===== config.mk =====
export PLATFORM = sky130hd
export DESIGN_NAME = instruction_fetch
export DESIGN_NICKNAME = d
export VERILOG_FILES = /design/src/rtl/instruction_fetch.sv
export SDC_FILE = /design/constraint.sdc
export NUM_CORES = 2
export LEC_CHECK = 0
export CAP_MARGIN = 30
export CORE_AREA = 8 8 371 409
export CTS_BUF_LIST = sky130_fd_sc_hd__clkbuf_8
export DETAILED_ROUTE_END_ITERATION = 8
export DIE_AREA = 0 0 379 417
export PLACE_DENSITY = 0.77
export SLEW_MARGIN = 0
export SYNTH_ARGS = -nofsm -noshare
export SYNTH_HDL_FRONTEND = slang
export SYNTH_SLANG_ARGS = --single-unit
export TNS_END_PERCENT = 30

===== constraint.sdc =====
create_clock -name i_clk -period 10.1 [get_ports i_clk]
set_input_delay 2.02 -clock i_clk [delete_from_list [all_inputs] [get_ports i_clk]]
set_output_delay 2.02 -clock i_clk [all_outputs]
set_load 0.005 [all_outputs]

===== src/rtl/instruction_fetch.sv =====
// Instruction fetch stage: PC register, byte-loadable big-endian instruction memory,
// IF/ID pipeline register and a RUN/HALT controller that stops on an all-ones word.
module instruction_fetch #(
  parameter int NB_REG        = 32,
  parameter int NB_IMEM_DEPTH = 256
) (
  input  logic                             i_clk,
  input  logic                             i_reset,
  input  logic                             i_dunit_clk_en,
  input  logic                             i_stall,
  input  logic                             i_flush,
  input  logic                             i_PCSrc,
  input  logic                             i_jsel,
  input  logic                             i_jump,
  input  logic [NB_REG-1:0]                i_branch_target,
  input  logic [NB_REG-1:0]                i_pc_jsel,
  input  logic [25:0]                      i_jump_addr,
  input  logic                             i_dunit_we,
  input  logic [$clog2(NB_IMEM_DEPTH)-1:0] i_dunit_waddr,
  input  logic [7:0]                       i_dunit_wdata,
  output logic [NB_REG-1:0]                o_inst,
  output logic [NB_REG-1:0]                o_pcplus4,
  output logic [NB_REG-1:0]                o_pc,
  output logic                             o_halt
);

  localparam int NB_ADDR = $clog2(NB_IMEM_DEPTH);

  typedef enum logic {
    ST_RUN  = 1'b0,
    ST_HALT = 1'b1
  } state_e;

  state_e            state_q, state_d;
  logic [NB_REG-1:0] pc_q, pc_d;
  logic [NB_REG-1:0] inst_q, inst_d;
  logic [NB_REG-1:0] pcplus4_q, pcplus4_d;
  logic [7:0]        mem_q [NB_IMEM_DEPTH];

  logic [NB_REG-1:0] pc_plus4;
  logic [NB_REG-1:0] fetched;
  logic              advance;
  logic              redirect;
  logic              is_halt_word;

  // Loader writes are independent of stepping, stall and FSM state; memory has no reset.
  always_ff @(posedge i_clk) begin
    if (i_dunit_we) begin
      mem_q[i_dunit_waddr] <= i_dunit_wdata;
    end
  end

  // Word-aligned, wrapping read; byte at the lowest address is the most significant.
  assign fetched = {mem_q[{pc_q[NB_ADDR-1:2], 2'd0}],
                    mem_q[{pc_q[NB_ADDR-1:2], 2'd1}],
                    mem_q[{pc_q[NB_ADDR-1:2], 2'd2}],
                    mem_q[{pc_q[NB_ADDR-1:2], 2'd3}]};

  assign pc_plus4     = pc_q + NB_REG'(4);
  assign advance      = i_dunit_clk_en & ~i_stall & (state_q == ST_RUN);
  assign redirect     = i_PCSrc | i_jsel | i_jump;
  assign is_halt_word = (fetched == '1);

  always_comb begin
    pc_d      = pc_q;
    inst_d    = inst_q;
    pcplus4_d = pcplus4_q;
    if (advance) begin
      pcplus4_d = pc_plus4;
      inst_d    = (i_flush || is_halt_word) ? '0 : fetched;
      if (i_PCSrc) begin
        pc_d = i_branch_target;
      end else if (i_jsel) begin
        pc_d = i_pc_jsel;
      end else if (i_jump) begin
        pc_d = {pc_plus4[NB_REG-1 -: 4], i_jump_addr, 2'b00};
      end else if (!is_halt_word) begin
        pc_d = pc_plus4;
      end
    end
  end

  always_ff @(posedge i_clk or negedge i_reset) begin
    if (!i_reset) begin
      pc_q      <= '0;
      inst_q    <= '0;
      pcplus4_q <= '0;
    end else begin
      pc_q      <= pc_d;
      inst_q    <= inst_d;
      pcplus4_q <= pcplus4_d;
    end
  end

  // FSM state register
  always_ff @(posedge i_clk or negedge i_reset) begin
    if (!i_reset) begin
      state_q <= ST_RUN;
    end else begin
      state_q <= state_d;
    end
  end

  // FSM next state: HALT is terminal until reset; a redirect overrides a halt word.
  always_comb begin
    state_d = state_q;
    if (advance && is_halt_word && !redirect) begin
      state_d = ST_HALT;
    end
  end

  // FSM outputs
  always_comb begin
    o_halt = (state_q == ST_HALT);
  end

  assign o_inst    = inst_q;
  assign o_pcplus4 = pcplus4_q;
  assign o_pc      = pc_q;

endmodule


==> qor.csv <==
stage;metric;value;unit
clock_network;cts_setup_buffers;0;
pwr;swShare;27.18;%
clock_network;clockBufferDepth;4;
clock_network;cts_tree;done;
floorplanning;core-area;144900;µm²
critical_path;crit_path_start_kind;register;
floorplanning;num_io_pins;212;
placement;dp_hpwl;137.0;mm
floorplanning;die_w;379;µm
hold_path;hold_end;o_pcplus4[20];
hold_path;hold_path.class;register to register;
global_route;grt_max_degree;123;
cells_and_area;synthToLayoutAreaGrowth;10.92;%
sta;final_max_slew_viol_count;0;
logic_synthesis;synth_top_area_cell;edfxtp_1;
logic_synthesis;async_flop_share;4.522;%
sta;rsz0062_at_grt;false;
global_route;antenna_found_initial;8;
sta;hold_viol;0;
detailed_routing;drc_errors;0;
global_route;grt.total_usage;27.72;%
clock_network;clk_latency;1020;ps
detailed_routing;via_per_inst;6.644;
detailed_routing;drt_wl_total;222.5;mm
logic_synthesis;synth_cells;4360;
detailed_routing;drt-initial-drc-count;6230;
floorplanning;start_util;59.40;%
clock_network;h-tree-depth;5;
logic_synthesis;ys_ff_latch;2145;
critical_path;reg2reg_slack;3940;ps
cells_and_area;layout-drive-gt1-share;19.05;%
logic_synthesis;synth_area;86090;µm²
logic_synthesis;syn_nets;4476;
pwr;pwr_density_cell;210.2;nW/µm²
critical_path;critPathKind;register to register;
global_route;grt_pass1_vias;45675;
sta;worst_slew_pin_slew;1237;ps
sta;fin_crit_sh;61.00;%
pwr;clock_power_share;33.2;%
critical_path;worstPathMaxFanout;35;
clock_network;cts_root_buffer;clkbuf_8;
critical_path;reg2reg_depth;13;
hold_path;hold_depth;2;
hold_path;min_from;o_pcplus4[20];
floorplanning;die-area;158000;µm²
logic_synthesis;post-synth-top-area-fraction;71.44;%
logic_synthesis;synth_ff_type;edfxtp_1;
sta;max_slew_margin;17.52;%
pwr;seq_power_share;50.0;%
run_status;run_status;complete, no violations;
clock_network;clock-sinks;2145;
pwr;combPwrFrac;16.8;%
logic_synthesis;yosys.cell_count.top_type;edfxtp_1;
run;max_cap_viol_count;0;
sta;setup_violations;0;
detailed_routing;wire_per_inst;32.25;µm
pwr;peakVddDrop;0.1471;mV
critical_path;timing.rr.start;o_pc[3];
detailed_routing;drt_pass1_iterations;8;
logic_synthesis;yosys-top-cells-area;edfxtp_1 71%, mux4_2 9.3%, mux2i_1 3.1%;
global_route;grt_first_pass_wirelength;316.8;mm
clock_network;ctsResizeCount;0;
placement;dp_cells;6325;
floorplanning;dieHeight;417;µm
global_route;grt_overflow;0;
pwr;p_sw;5.456;mW
logic_synthesis;synth_warnings;0;
clock_network;holdBufCountCts;0;
pwr;internal-power;14.62;mW
detailed_routing;num_vias;45834;
placement;port_buffers;211;
sta;fin_crit;6161;ps
critical_path;cp_data_arrival_time;7040;ps
sta;tns;0;ps
clock_network;clk_pin_slew_worst_paths;70;ps
logic_synthesis;avgSynthCellArea;19.75;µm²
cells_and_area;post-route-util;65.89;%
logic_synthesis;synth_common_cells;2048 x edfxtp_1, 354 x mux4_2, 311 x nor2_1, 264 x mux2i_1, 191 x nand2_1;
logic_synthesis;yosysSeqAreaShare;74.26;%
logic_synthesis;synth_edf_count;2048;
cells_and_area;nets;4841;
logic_synthesis;yosys.cell_types.count;74;
critical_path;required;10980;ps
clock_network;cts_inserted_buffers;327;
pwr;p_leak;31.06;nW
critical_path;end_kind;register;
sta;clock.fmax;0.1623;GHz
sta;whs;480.3;ps
floorplanning;rows;147;
sta;skew;58.77;ps
placement;gp_congestion;0.9103;
critical_path;r2r-end;o_pc[8];
cells_and_area;stdcell_count;6899;
detailed_routing;ant_nets;0;
-- area by class of cell --
class | count | area, µm²
Sequential cell | 2145 | 63950
Clock inverter | 222 | 1254
Fill cell | 9228 | 49440
Clock buffer | 338 | 4652
Antenna cell | 6 | 15.01
Tap cell | 1937 | 2424
Timing Repair Buffer | 310 | 3301
Inverter | 19 | 72.57
Multi-Input combinational cell | 1922 | 19830
-- sequential cells by signal (all words and copies together), names as in the netlist --
name,count
o_pcplus4,32
mem_q,2048
o_halt,1
o_inst,32
o_pc,32
-- worst max path at each step --
stage / start / endpoint / slack, ps / cells past startpoint
6_report: o_pc[3] / o_pc[8] / 3940 / 13
5_1_grt: o_pc[3] / o_pc[16] / 3890 / 13
4_1_cts: o_pc[3] / o_pc[19] / 4100 / 12
3_5_place_dp: o_pc[3] / o_pc[16] / 4130 / 12
3_3_place_gp: o_pc[4] / o_pc[18] / 3870 / 11
2_1_floorplan: i_dunit_waddr[3] / mem_q[235][0] / 6260 / 6
-- metal layers --
metal / routed length (µm) / vias to the layer above / global-route usage [%]
met4: 13390 / 4 / 14.51
met3: 28420 / 619 / 7.885
li1: - / 18566 / -
met1: 77520 / 23198 / 36.30
met2: 103200 / 3447 / 42.67
met5: 23 / - / 0
-- through the flow --
stage | cell area (µm²) | power, mW | setup WS (ps)
finish | 95490 | 20.08 | 3939
global route | 95480 | 20.58 | 3894
CTS | 95270 | 20.05 | 4096
detailed placement | 89360 | 13.51 | 4133
global placement | 89020 | 13.45 | 3865
floorplan | 86090 | 12.22 | 6264
-- cell families after synthesis --
family,count (synthesis),synth area share (%)
flip-flops,2145,74.26
multiplexers,758,15.79
AND/OR/NAND/NOR,665,3.328
AO/OA/AOI/OAI,470,3.542
buffers and inverters,293,2.782
XOR/XNOR,28,0.2849
adder cells (fa/ha/maj),1,0.01453
-- cells in the final DEF, fill, tap and decap left out, types with 12 or more instances in the layout --
cell type	count
clkdlybuf4s50_1	200
mux2_2	27
buf_4	69
edfxtp_1	2048
nor2_1	309
buf_16	12
mux2i_1	264
clkinv_1	79
xor2_1	13
a211oi_1	39
clkbuf_8	346
mux4_2	354
bufinv_16	13
nand3_1	67
nand2_1	191
mux2_4	26
a31oi_1	40
xnor2_1	15
o21ai_0	114
nor2b_1	20
a22oi_1	120
dfrtp_1	91
a21oi_1	90
mux4_1	87
inv_1	109
nand4_1	18
clkinv_2	33
a221oi_1	18
-- power groups by stage --
stage	clock network (mW)	logic, mW	registers [mW]
floorplan	0	2.12	10.1
global placement	0	3.23	10.2
detailed placement	0	3.29	10.2
CTS	6.72	3.30	10.0
global route	7.08	3.46	10.0
finish	6.67	3.37	10.0
-- critical path, stage by stage, from the launching register on --
cell	delay, ps
dfrtp_4	860
buf_4	590
buf_4	570
nor2b_1	600
a22oi_1	190
and3_1	300
a31oi_1	450
nand3_1	340
a2111oi_4	300
nand4_2	230
nor4_4	780
nor2_4	180
buf_12	230
mux2_4	320
(Power assumes the default switching activity.)
